$ cat src/rtl/led_ctrl_pkg.sv
// Shared mode encoding and press-FSM state type for the LED mode controller.
package led_ctrl_pkg;

    localparam int unsigned MODE_W = 2;

    localparam logic [MODE_W-1:0] MODE_OFF  = 2'd0;
    localparam logic [MODE_W-1:0] MODE_ON   = 2'd1;
    localparam logic [MODE_W-1:0] MODE_SLOW = 2'd2;
    localparam logic [MODE_W-1:0] MODE_FAST = 2'd3;

    typedef enum logic [1:0] {
        ST_IDLE      = 2'd0,
        ST_PRESSED   = 2'd1,
        ST_LONG_HELD = 2'd2
    } press_state_t;

    // Short-press mode sequence: OFF -> ON -> SLOW -> FAST -> OFF
    function automatic logic [MODE_W-1:0] mode_next(input logic [MODE_W-1:0] mode);
        case (mode)
            MODE_OFF:  return MODE_ON;
            MODE_ON:   return MODE_SLOW;
            MODE_SLOW: return MODE_FAST;
            default:   return MODE_OFF;
        endcase
    endfunction

endpackage

$ cat src/rtl/led_mode_ctrl_if.sv
// Button-in / LED-and-mode-out signal bundle for led_mode_ctrl.
interface led_mode_ctrl_if;

    logic       i_Btn_C;
    logic       o_LED_1;
    logic [1:0] o_Mode;
    logic       o_Long_Pulse;

    // Board / stimulus side: drives the button, observes the LED state
    modport master (
        output i_Btn_C,
        input  o_LED_1,
        input  o_Mode,
        input  o_Long_Pulse
    );

    // Controller side
    modport slave (
        input  i_Btn_C,
        output o_LED_1,
        output o_Mode,
        output o_Long_Pulse
    );

endinterface

$ cat src/rtl/button_debounce.sv
// Two-flop synchroniser plus counter debounce for a raw push-button.
// Emits the accepted level and one-cycle rise/fall strobes on each flip.
module button_debounce #(
    parameter int unsigned DEBOUNCE_CYCLES = 250000
) (
    input  logic clk,
    input  logic rst_n,
    input  logic btn_i,
    output logic level_o,
    output logic rise_o,
    output logic fall_o
);

    localparam int unsigned CNT_W = (DEBOUNCE_CYCLES > 1) ? $clog2(DEBOUNCE_CYCLES) : 1;
    localparam logic [CNT_W-1:0] CNT_LAST = CNT_W'(DEBOUNCE_CYCLES - 1);

    logic             sync1_q;
    logic             sync2_q;
    logic             level_q;
    logic             rise_q;
    logic             fall_q;
    logic [CNT_W-1:0] cnt_q;

    // Bring the asynchronous button into the clock domain
    always_ff @(posedge clk or negedge rst_n) begin
        if (!rst_n) begin
            sync1_q <= 1'b0;
            sync2_q <= 1'b0;
        end else begin
            sync1_q <= btn_i;
            sync2_q <= sync1_q;
        end
    end

    // Accept a new level only after it has differed for DEBOUNCE_CYCLES cycles
    always_ff @(posedge clk or negedge rst_n) begin
        if (!rst_n) begin
            level_q <= 1'b0;
            cnt_q   <= '0;
            rise_q  <= 1'b0;
            fall_q  <= 1'b0;
        end else begin
            rise_q <= 1'b0;
            fall_q <= 1'b0;
            if (sync2_q == level_q) begin
                cnt_q <= '0;
            end else if (cnt_q == CNT_LAST) begin
                cnt_q   <= '0;
                level_q <= sync2_q;
                rise_q  <= sync2_q;
                fall_q  <= ~sync2_q;
            end else begin
                cnt_q <= cnt_q + CNT_W'(1);
            end
        end
    end

    assign level_o = level_q;
    assign rise_o  = rise_q;
    assign fall_o  = fall_q;

endmodule

$ cat src/rtl/led_mode_ctrl.sv
// Single-button LED mode controller: short press cycles OFF/ON/SLOW/FAST,
// long press forces OFF. Press FSM, mode register and blink generator live here.
module led_mode_ctrl
    import led_ctrl_pkg::*;
#(
    parameter int unsigned DEBOUNCE_CYCLES   = 250000,
    parameter int unsigned LONG_PRESS_CYCLES = 25000000,
    parameter int unsigned SLOW_HALF         = 12500000,
    parameter int unsigned FAST_HALF         = 3125000
) (
    input  logic           i_Clk,
    input  logic           i_Rst_n,
    led_mode_ctrl_if.slave bus
);

    localparam int unsigned HOLD_W    = (LONG_PRESS_CYCLES > 1) ? $clog2(LONG_PRESS_CYCLES) : 1;
    localparam int unsigned BLINK_MAX = (SLOW_HALF > FAST_HALF) ? SLOW_HALF : FAST_HALF;
    localparam int unsigned BLINK_W   = (BLINK_MAX > 1) ? $clog2(BLINK_MAX) : 1;

    localparam logic [HOLD_W-1:0]  HOLD_LAST = HOLD_W'(LONG_PRESS_CYCLES - 1);
    localparam logic [BLINK_W-1:0] SLOW_LAST = BLINK_W'(SLOW_HALF - 1);
    localparam logic [BLINK_W-1:0] FAST_LAST = BLINK_W'(FAST_HALF - 1);

    logic btn_level;
    logic btn_rise;
    logic btn_fall;

    press_state_t        state_q;
    logic [HOLD_W-1:0]   hold_q;
    logic [MODE_W-1:0]   mode_q;
    logic [MODE_W-1:0]   mode_d;
    logic                long_pulse_q;
    logic                led_q;
    logic [BLINK_W-1:0]  blink_q;
    logic                short_c;
    logic                long_c;

    button_debounce #(
        .DEBOUNCE_CYCLES (DEBOUNCE_CYCLES)
    ) u_debounce (
        .clk     (i_Clk),
        .rst_n   (i_Rst_n),
        .btn_i   (bus.i_Btn_C),
        .level_o (btn_level),
        .rise_o  (btn_rise),
        .fall_o  (btn_fall)
    );

    // Classify the press this cycle; a release always beats the long-press terminal count
    always_comb begin
        short_c = 1'b0;
        long_c  = 1'b0;
        mode_d  = mode_q;
        if (state_q == ST_PRESSED) begin
            if (btn_fall) begin
                short_c = 1'b1;
            end else if (btn_level && (hold_q == HOLD_LAST)) begin
                long_c = 1'b1;
            end
        end
        if (short_c) begin
            mode_d = mode_next(mode_q);
        end else if (long_c) begin
            mode_d = MODE_OFF;
        end
    end

    // Press FSM, hold counter, mode register and long-press strobe
    always_ff @(posedge i_Clk or negedge i_Rst_n) begin
        if (!i_Rst_n) begin
            state_q      <= ST_IDLE;
            hold_q       <= '0;
            mode_q       <= MODE_OFF;
            long_pulse_q <= 1'b0;
        end else begin
            long_pulse_q <= long_c;
            mode_q       <= mode_d;
            case (state_q)
                ST_IDLE: begin
                    if (btn_rise) begin
                        state_q <= ST_PRESSED;
                        hold_q  <= '0;
                    end
                end
                ST_PRESSED: begin
                    if (short_c) begin
                        state_q <= ST_IDLE;
                        hold_q  <= '0;
                    end else if (long_c) begin
                        state_q <= ST_LONG_HELD;
                        hold_q  <= '0;
                    end else if (hold_q != HOLD_LAST) begin
                        hold_q <= hold_q + HOLD_W'(1);
                    end
                end
                ST_LONG_HELD: begin
                    if (btn_fall) begin
                        state_q <= ST_IDLE;
                    end
                end
                default: begin
                    state_q <= ST_IDLE;
                    hold_q  <= '0;
                end
            endcase
        end
    end

    // LED drive; a mode change restarts the blink phase with the LED lit
    always_ff @(posedge i_Clk or negedge i_Rst_n) begin
        if (!i_Rst_n) begin
            led_q   <= 1'b0;
            blink_q <= '0;
        end else if (short_c || long_c) begin
            led_q   <= (mode_d != MODE_OFF);
            blink_q <= '0;
        end else begin
            case (mode_q)
                MODE_OFF: begin
                    led_q   <= 1'b0;
                    blink_q <= '0;
                end
                MODE_ON: begin
                    led_q   <= 1'b1;
                    blink_q <= '0;
                end
                MODE_SLOW: begin
                    if (blink_q == SLOW_LAST) begin
                        led_q   <= ~led_q;
                        blink_q <= '0;
                    end else begin
                        blink_q <= blink_q + BLINK_W'(1);
                    end
                end
                default: begin
                    if (blink_q == FAST_LAST) begin
                        led_q   <= ~led_q;
                        blink_q <= '0;
                    end else begin
                        blink_q <= blink_q + BLINK_W'(1);
                    end
                end
            endcase
        end
    end

    assign bus.o_LED_1      = led_q;
    assign bus.o_Mode       = mode_q;
    assign bus.o_Long_Pulse = long_pulse_q;

endmodule

$ cat src/flat_wrapper.sv
// flat-port wrapper written by rule: the top's interface ports become plain ports
module led_mode_ctrl_flat import led_ctrl_pkg::*;
#(
    parameter int unsigned DEBOUNCE_CYCLES   = 250000,
    parameter int unsigned LONG_PRESS_CYCLES = 25000000,
    parameter int unsigned SLOW_HALF         = 12500000,
    parameter int unsigned FAST_HALF         = 3125000
)
  (i_Clk, i_Rst_n, bus_i_Btn_C, bus_o_LED_1, bus_o_Mode, bus_o_Long_Pulse);
  led_mode_ctrl_if bus_i ();
  input  logic i_Clk;
  input  logic i_Rst_n;
  input wire logic [$bits(bus_i.i_Btn_C)-1:0] bus_i_Btn_C;
  output wire logic [$bits(bus_i.o_LED_1)-1:0] bus_o_LED_1;
  output wire logic [$bits(bus_i.o_Mode)-1:0] bus_o_Mode;
  output wire logic [$bits(bus_i.o_Long_Pulse)-1:0] bus_o_Long_Pulse;
  assign bus_i.i_Btn_C = bus_i_Btn_C;
  assign bus_o_LED_1 = bus_i.o_LED_1;
  assign bus_o_Mode = bus_i.o_Mode;
  assign bus_o_Long_Pulse = bus_i.o_Long_Pulse;
  led_mode_ctrl #(.DEBOUNCE_CYCLES(DEBOUNCE_CYCLES), .LONG_PRESS_CYCLES(LONG_PRESS_CYCLES), .SLOW_HALF(SLOW_HALF), .FAST_HALF(FAST_HALF)) u_core (.i_Clk(i_Clk), .i_Rst_n(i_Rst_n), .bus(bus_i));
endmodule
$ cat config.mk
export PLATFORM = sky130hd
export DESIGN_NAME = led_mode_ctrl_flat
export DESIGN_NICKNAME = d
export VERILOG_FILES = /design/src/rtl/led_ctrl_pkg.sv /design/src/rtl/led_mode_ctrl_if.sv /design/src/rtl/button_debounce.sv /design/src/rtl/led_mode_ctrl.sv /design/src/flat_wrapper.sv
export SDC_FILE = /design/constraint.sdc
export NUM_CORES = 1
export LEC_CHECK = 0
export CAP_MARGIN = 20
export CORE_ASPECT_RATIO = 1.25
export CORE_MARGIN = 2
export CORE_UTILIZATION = 55
export DETAILED_ROUTE_END_ITERATION = 10
export GPL_TIMING_DRIVEN = 0
export MAX_ROUTING_LAYER = met4
export PLACE_DENSITY_LB_ADDON = 0.25
export SYNTH_ARGS = -nofsm -noshare
export SYNTH_HDL_FRONTEND = slang
export SYNTH_SLANG_ARGS = --single-unit
$ cat constraint.sdc
create_clock -name i_Clk -period 2.74 [get_ports i_Clk]
set_input_delay 0.548 -clock i_Clk [delete_from_list [all_inputs] [get_ports i_Clk]]
set_output_delay 0.548 -clock i_Clk [all_outputs]
set_load 0.02 [all_outputs]
* After elaboration in Yosys (flattened, before gate mapping)
Index checks and enable logic that the tools add are counted.
** Cells by class
- $add $sub $neg :: 3
- Equal/unequal tests :: 15
- Multiplexer cells :: 32
- Bitwise gates (word level) :: 4
- Reduce and logical (&&, ||, !) cells :: 11
** Operators with widths (number)
- 25-bit two-way mux :: 4
- 25-bit one-hot mux with 3 select lines :: 1
- 24-bit two-way mux :: 3
- 24-bit one-hot mux with 2 select lines :: 1
- 18-bit two-way mux :: 2
- 25-bit by 1-bit adder with 25-bit output (second input constant) :: 1
- 25-bit equality test (second input constant) :: 1
- 25-bit inequality test (second input constant) :: 1
- 24-bit by 1-bit adder with 24-bit output (second input constant) :: 1
- 24-bit by 22-bit equality test with 1-bit output (second input constant) :: 1
- 24-bit equality test (second input constant) :: 1
- 18-bit by 1-bit adder with 18-bit output (second input constant) :: 1
- 18-bit equality test (second input constant) :: 1
- 1-bit two-way mux :: 12
- 2-bit two-way mux :: 6
- 2-bit one-hot mux with 3 select lines :: 2
- 3-bit by 1-bit inequality test with 1-bit output (second input constant) :: 2
- 3-bit AND reduction :: 2
- 5-bit nonzero test :: 1
- 2-bit by 1-bit equality test with 1-bit output (second input constant) :: 2
- 2-bit equality test (second input constant) :: 2
- 2-bit zero test :: 2
- 2-bit inequality test (second input constant) :: 2
- 4-bit by 2-bit inequality test with 1-bit output (second input constant) :: 1
- 8 further kinds :: 12
** Word-level totals
- Register bits after elaboration :: 78
- Input port bits :: 3
- Output and inout bits :: 4
- Logic and storage cells :: 77

* Longest topological paths before layout
- Word-level depth :: 9
- Mapped depth :: 7
- Depth with buffers taken out :: 6

* Modules after synthesis
From an unflattened synthesis, not the netlist that was laid out.
** Second synthesis, totals
- Cells, all modules :: 433
- Area total of the unflattened synthesis :: 4174.0 sq um
** By module, submodules not included
- led_mode_ctrl :: instances 1, cells an instance 331, area an instance 3096.7 sq um
- button_debounce :: instances 1, cells an instance 102, area an instance 1077.3 sq um

* Least setup slack after synthesis
OpenSTA, ideal clock, no wires.
- Kind :: reg2reg
- Start point :: register u_core.blink_q[6]
- End point :: register u_core.blink_q[10]
- Library setup time :: 0.119 ns
- Arrival time :: 2.301 ns
- Data required time :: 2.621 ns
- Slack :: 0.320 ns
- Stages on the path, launching flop included :: 7
- Path buffers :: 1
- Period minus slack after synthesis :: 2.420 ns
- Path through :: dfrtp_1 -> or4b_1 -> or4_4 -> o41a_1 -> o221ai_4 -> buf_6 -> nor2_1
** On the way
- Word-level cells in the longest chain between the ends :: 4
** Ends and longest elaborated chain
- start, declared :: line led_mode_ctrl.sv:34 : logic [BLINK_W-1:0] blink_q;
- start signal, assigned :: line led_mode_ctrl.sv:132 : blink_q <= blink_q + BLINK_W'(1);
- start signal, assigned :: line led_mode_ctrl.sv:140 : blink_q <= blink_q + BLINK_W'(1);
- 24-bit by 1-bit adder with 24-bit output, or another cell as far along :: line led_mode_ctrl.sv:132, led_mode_ctrl.sv:140
- 24-bit two-way mux, on equally long branches :: line led_mode_ctrl.sv:136, led_mode_ctrl.sv:128
- 24-bit one-hot mux with 2 select lines (*) :: line led_mode_ctrl.sv:118 : case (mode_q)
- 24-bit two-way mux (*) :: line led_mode_ctrl.sv:114 : end else if (short_c || long_c) begin
Mark *: on every way between the ends. The rest lies on a longest branch, timed or not.
A chain may end at the register's enable or synchronous reset.

* Final worst setup path
- Start point :: register u_core.blink_q[6]
- End point :: register u_core.blink_q[8]
The elaborated chain is that of the path after synthesis.

==> reports/metrics.cfg <==
[synth]
async_flop_share_pct=100.0
synthXorXnorAreaFrac_pct=11.46
synth_top_family_by_area=simple AND/OR/NAND/NOR gates
avgSynthCellArea_um2=9.552
syn_nets=434
netlist_area_mm2=0.004050
synth_largest_area_cell=dfrtp_1
synthAdderAreaFrac_pct=2.162
synth_edf_count=0
synth_warnings=0
synth_top_flop_cell=dfrtp_1
synthTopCellsByArea=dfrtp_1, xnor2_1, nor2_1, xor2_1, nand3_1
ys_seq_area_share_pct=48.19
synthSimpleGateAreaFrac_pct=28.45
ys_ff_latch=78
synthMuxAreaShare_pct=0.2780
synth_cells=424
synthDistinctLibCells=47
yosysTopAreaCellShare_pct=48.19
yosys-top-cells-count=dfrtp_1, nor2_1, xnor2_1, nand2_1, nand3_1
yosysMostFrequentCell=dfrtp_1
synth-compound-area-share_pct=7.044

[power]
ir_worst_vdd_mv=0.2918
p_leak_nw=1.767
power_density_mw_per_mm2=469.2

[critical_path]
cp-end-kind=flop
cp-startpoint=u_core.blink_q[6]$_DFF_PN0_
rr_worst_depth=6
arrival_ps=2870
cp-start-kind=flop
cp.required_ps=2980
critPathKind=reg -> reg
worst-path-max-fanout=10
r2r_start=u_core.blink_q[6]$_DFF_PN0_
r2r_slack_ps=110
r2r-end=u_core.blink_q[8]$_DFF_PN0_

[final_layout]
fin_util_pct=61.58
num-nets-final=452
design_area_mm2=0.004477
area_growth_pct=10.53
layout-drive-gt1-share_pct=6.264
n_antenna_cell=0
stdcell_count=539
fill_cells=617

[route]
drtAntennaViolNets=0
routed_wl_um=7956
viasPerCell=5.824
num_vias=3139
dr.pass1.iters=5
post-route-drc-count=0
drtIter0Drc=117
wl_per_cell_um=14.76

[clocking]
h-tree-depth=3
cts_buffers=9
cts.sinks=78
root_buffer=clkbuf_8
clock_path_buffers=2
post_cts_buffers=0
clk_pin_slew_ps=80
clk_latency_ps=350
cts_tree=built

[placed_design]
gp_congestion=0.8378
dpl_cell_area_mm2=0.004250
dp_cells=523
port_buffers=6
dp_hpwl_um=5674

[sta]
post-route-min-period_ps=2629
fmax_mhz=380.4
setup_viol=0
final-hold-violation-count=0
hold-worst-slack_ps=106.3
drv_slew=0
clock_skew_ps=11.01
rsz0062_at_grt=false
fin_tns_setup_ps=0
slew_headroom_pct=38.02
final.period_utilization_pct=95.93
worst_pin_slew_ps=921.2

[floorplanning]
io_pins=7
coreArea_mm2=0.007269
die_w_um=80.76
die-area_mm2=0.008071
fp.dieH_um=99.94
start_util_pct=55.71
floorplan.rows=35

[grt]
grt_usage_pct=22.59
overflow=0
grt_first_pass_wirelength_um=13860
grt_start_max_net_pins=53
antenna_found_initial=0
grt_pass1_vias=3091

[run_status]
outcome=finished clean

[worst_hold_path]
min_path_type=in -> async

[flow_run]
maxCapViolations=0

how the worst max path moves through the flow:
| stage | end | slack (ps) | cells after the start |
|---|---|---|---|
| 3_5_place_dp | u_core.hold_q[11]$_DFFE_PN0P_ | -40 | 6 |
| 6_report | u_core.blink_q[8]$_DFF_PN0_ | 110 | 6 |
| 3_3_place_gp | u_core.blink_q[15]$_DFF_PN0_ | -1550 | 1 |
| 4_1_cts | u_core.hold_q[12]$_DFFE_PN0P_ | 6 | 6 |
| 2_1_floorplan | u_core.blink_q[10]$_DFF_PN0_ | 320 | 6 |
| 5_1_grt | u_core.blink_q[8]$_DFF_PN0_ | 40 | 6 |
what timing repair did:
item | CTS | global route
setup endpoints to repair | 10 | 10
resized for setup | 1 | 3
hold buffers | 0 | 0
per-layer routing:
metal / GRT usage [%] / share of wire [%] / vias up
li1: - / - / 1533
met1: 27.46 / 45 / 1529
met2: 36.09 / 50 / 59
met3: 4.586 / 2.7 / 18
met4: 10.56 / 2.0 / 0
met5: - / 0 / -
sequential cells by signal (all words and copies together) (netlist names):
| name | cells |
|---|---|
| u_core.bus.o_LED_1 | 1 |
| u_core.u_debounce.level_o | 1 |
| u_core.state_q | 2 |
| u_core.u_debounce.rise_o | 1 |
| u_core.u_debounce.sync2_q | 1 |
| u_core.bus.o_Mode | 2 |
| u_core.blink_q | 24 |
| u_core.u_debounce.sync1_q | 1 |
| u_core.hold_q | 25 |
| u_core.u_debounce.fall_o | 1 |
| u_core.bus.o_Long_Pulse | 1 |
| u_core.u_debounce.cnt_q | 18 |
cells in the final DEF, fill, tap and decap left out, types with 3 or more instances in the layout:
master           netlist  layout
xnor2_1               32      32
clkdlybuf4s50_1        0       5
o21ai_0                7       7
nand2_1               31      31
xor2_1                21      21
or3_1                  5       5
clkinvlp_4             0       3
nor4b_1                3       3
inv_1                 13      13
or4_1                  5       5
dfrtp_1               78      78
nand3_1               26      26
a21oi_1                8       8
a211o_1                3       3
nor2_1                74      74
nor3_1                19      19
clkbuf_8               0      11
o31ai_1                3       3
nor2b_1                3       3
nand4_1               15      15
ha_1                   7       7
clkbuf_1               7       6
and3_1                 9       9
and4_1                 5       5
nand2b_1               6       6
nor4_1                10      10
nor3b_1                5       5
stage by stage:
stage	total power [W]	setup WS, ps
2_1_floorplan	0.001191	320.5
3_3_place_gp	0.001219	-1552
3_5_place_dp	0.001224	-38.34
4_1_cts	0.002118	5.858
5_1_grt	0.002172	36.40
6_report	0.002100	111.4
kinds of logic (layout without fill, tap and decap cells):
logic type / after synthesis / after routing
buffers and inverters: 22 / 45
and+or+nand+nor: 225 / 225
adders and majority gates: 7 / 7
muxes: 1 / 1
AOI/OAI and AO/OA: 38 / 38
xor gates and xnor gates: 53 / 53
DFF: 78 / 78
power by group:
part	leakage, nW	internal [W]	switching (W)	total, W
Combinational	0.586	0.0000106	0.0000292	0.0000398
Clock	0.0976	0.000469	0.000432	0.000901
Sequential	1.08	0.00115	0.00000443	0.00116
Total	1.77	0.00163	0.000466	0.00210
cell type report:
class	count	area [um^2]	area share, %
plain buffers	9	50.05	1.118
inverters	13	48.80	1.090
flip-flops and latches	78	1952	43.60
well taps	92	115.1	2.571
clock buffers	11	151.4	3.382
multi-input cells	324	2017	45.05
repair buffers	7	85.08	1.901
clock inverters	5	57.56	1.286
worst max-delay path, stage by stage (launching register included):
cell and delay (ps):
dfrtp_1 410, or4b_1 540, or4_4 530, o41a_1 480, o221ai_4 300, buf_6 190, nor2_1 60
(Power assumes the default switching activity.)
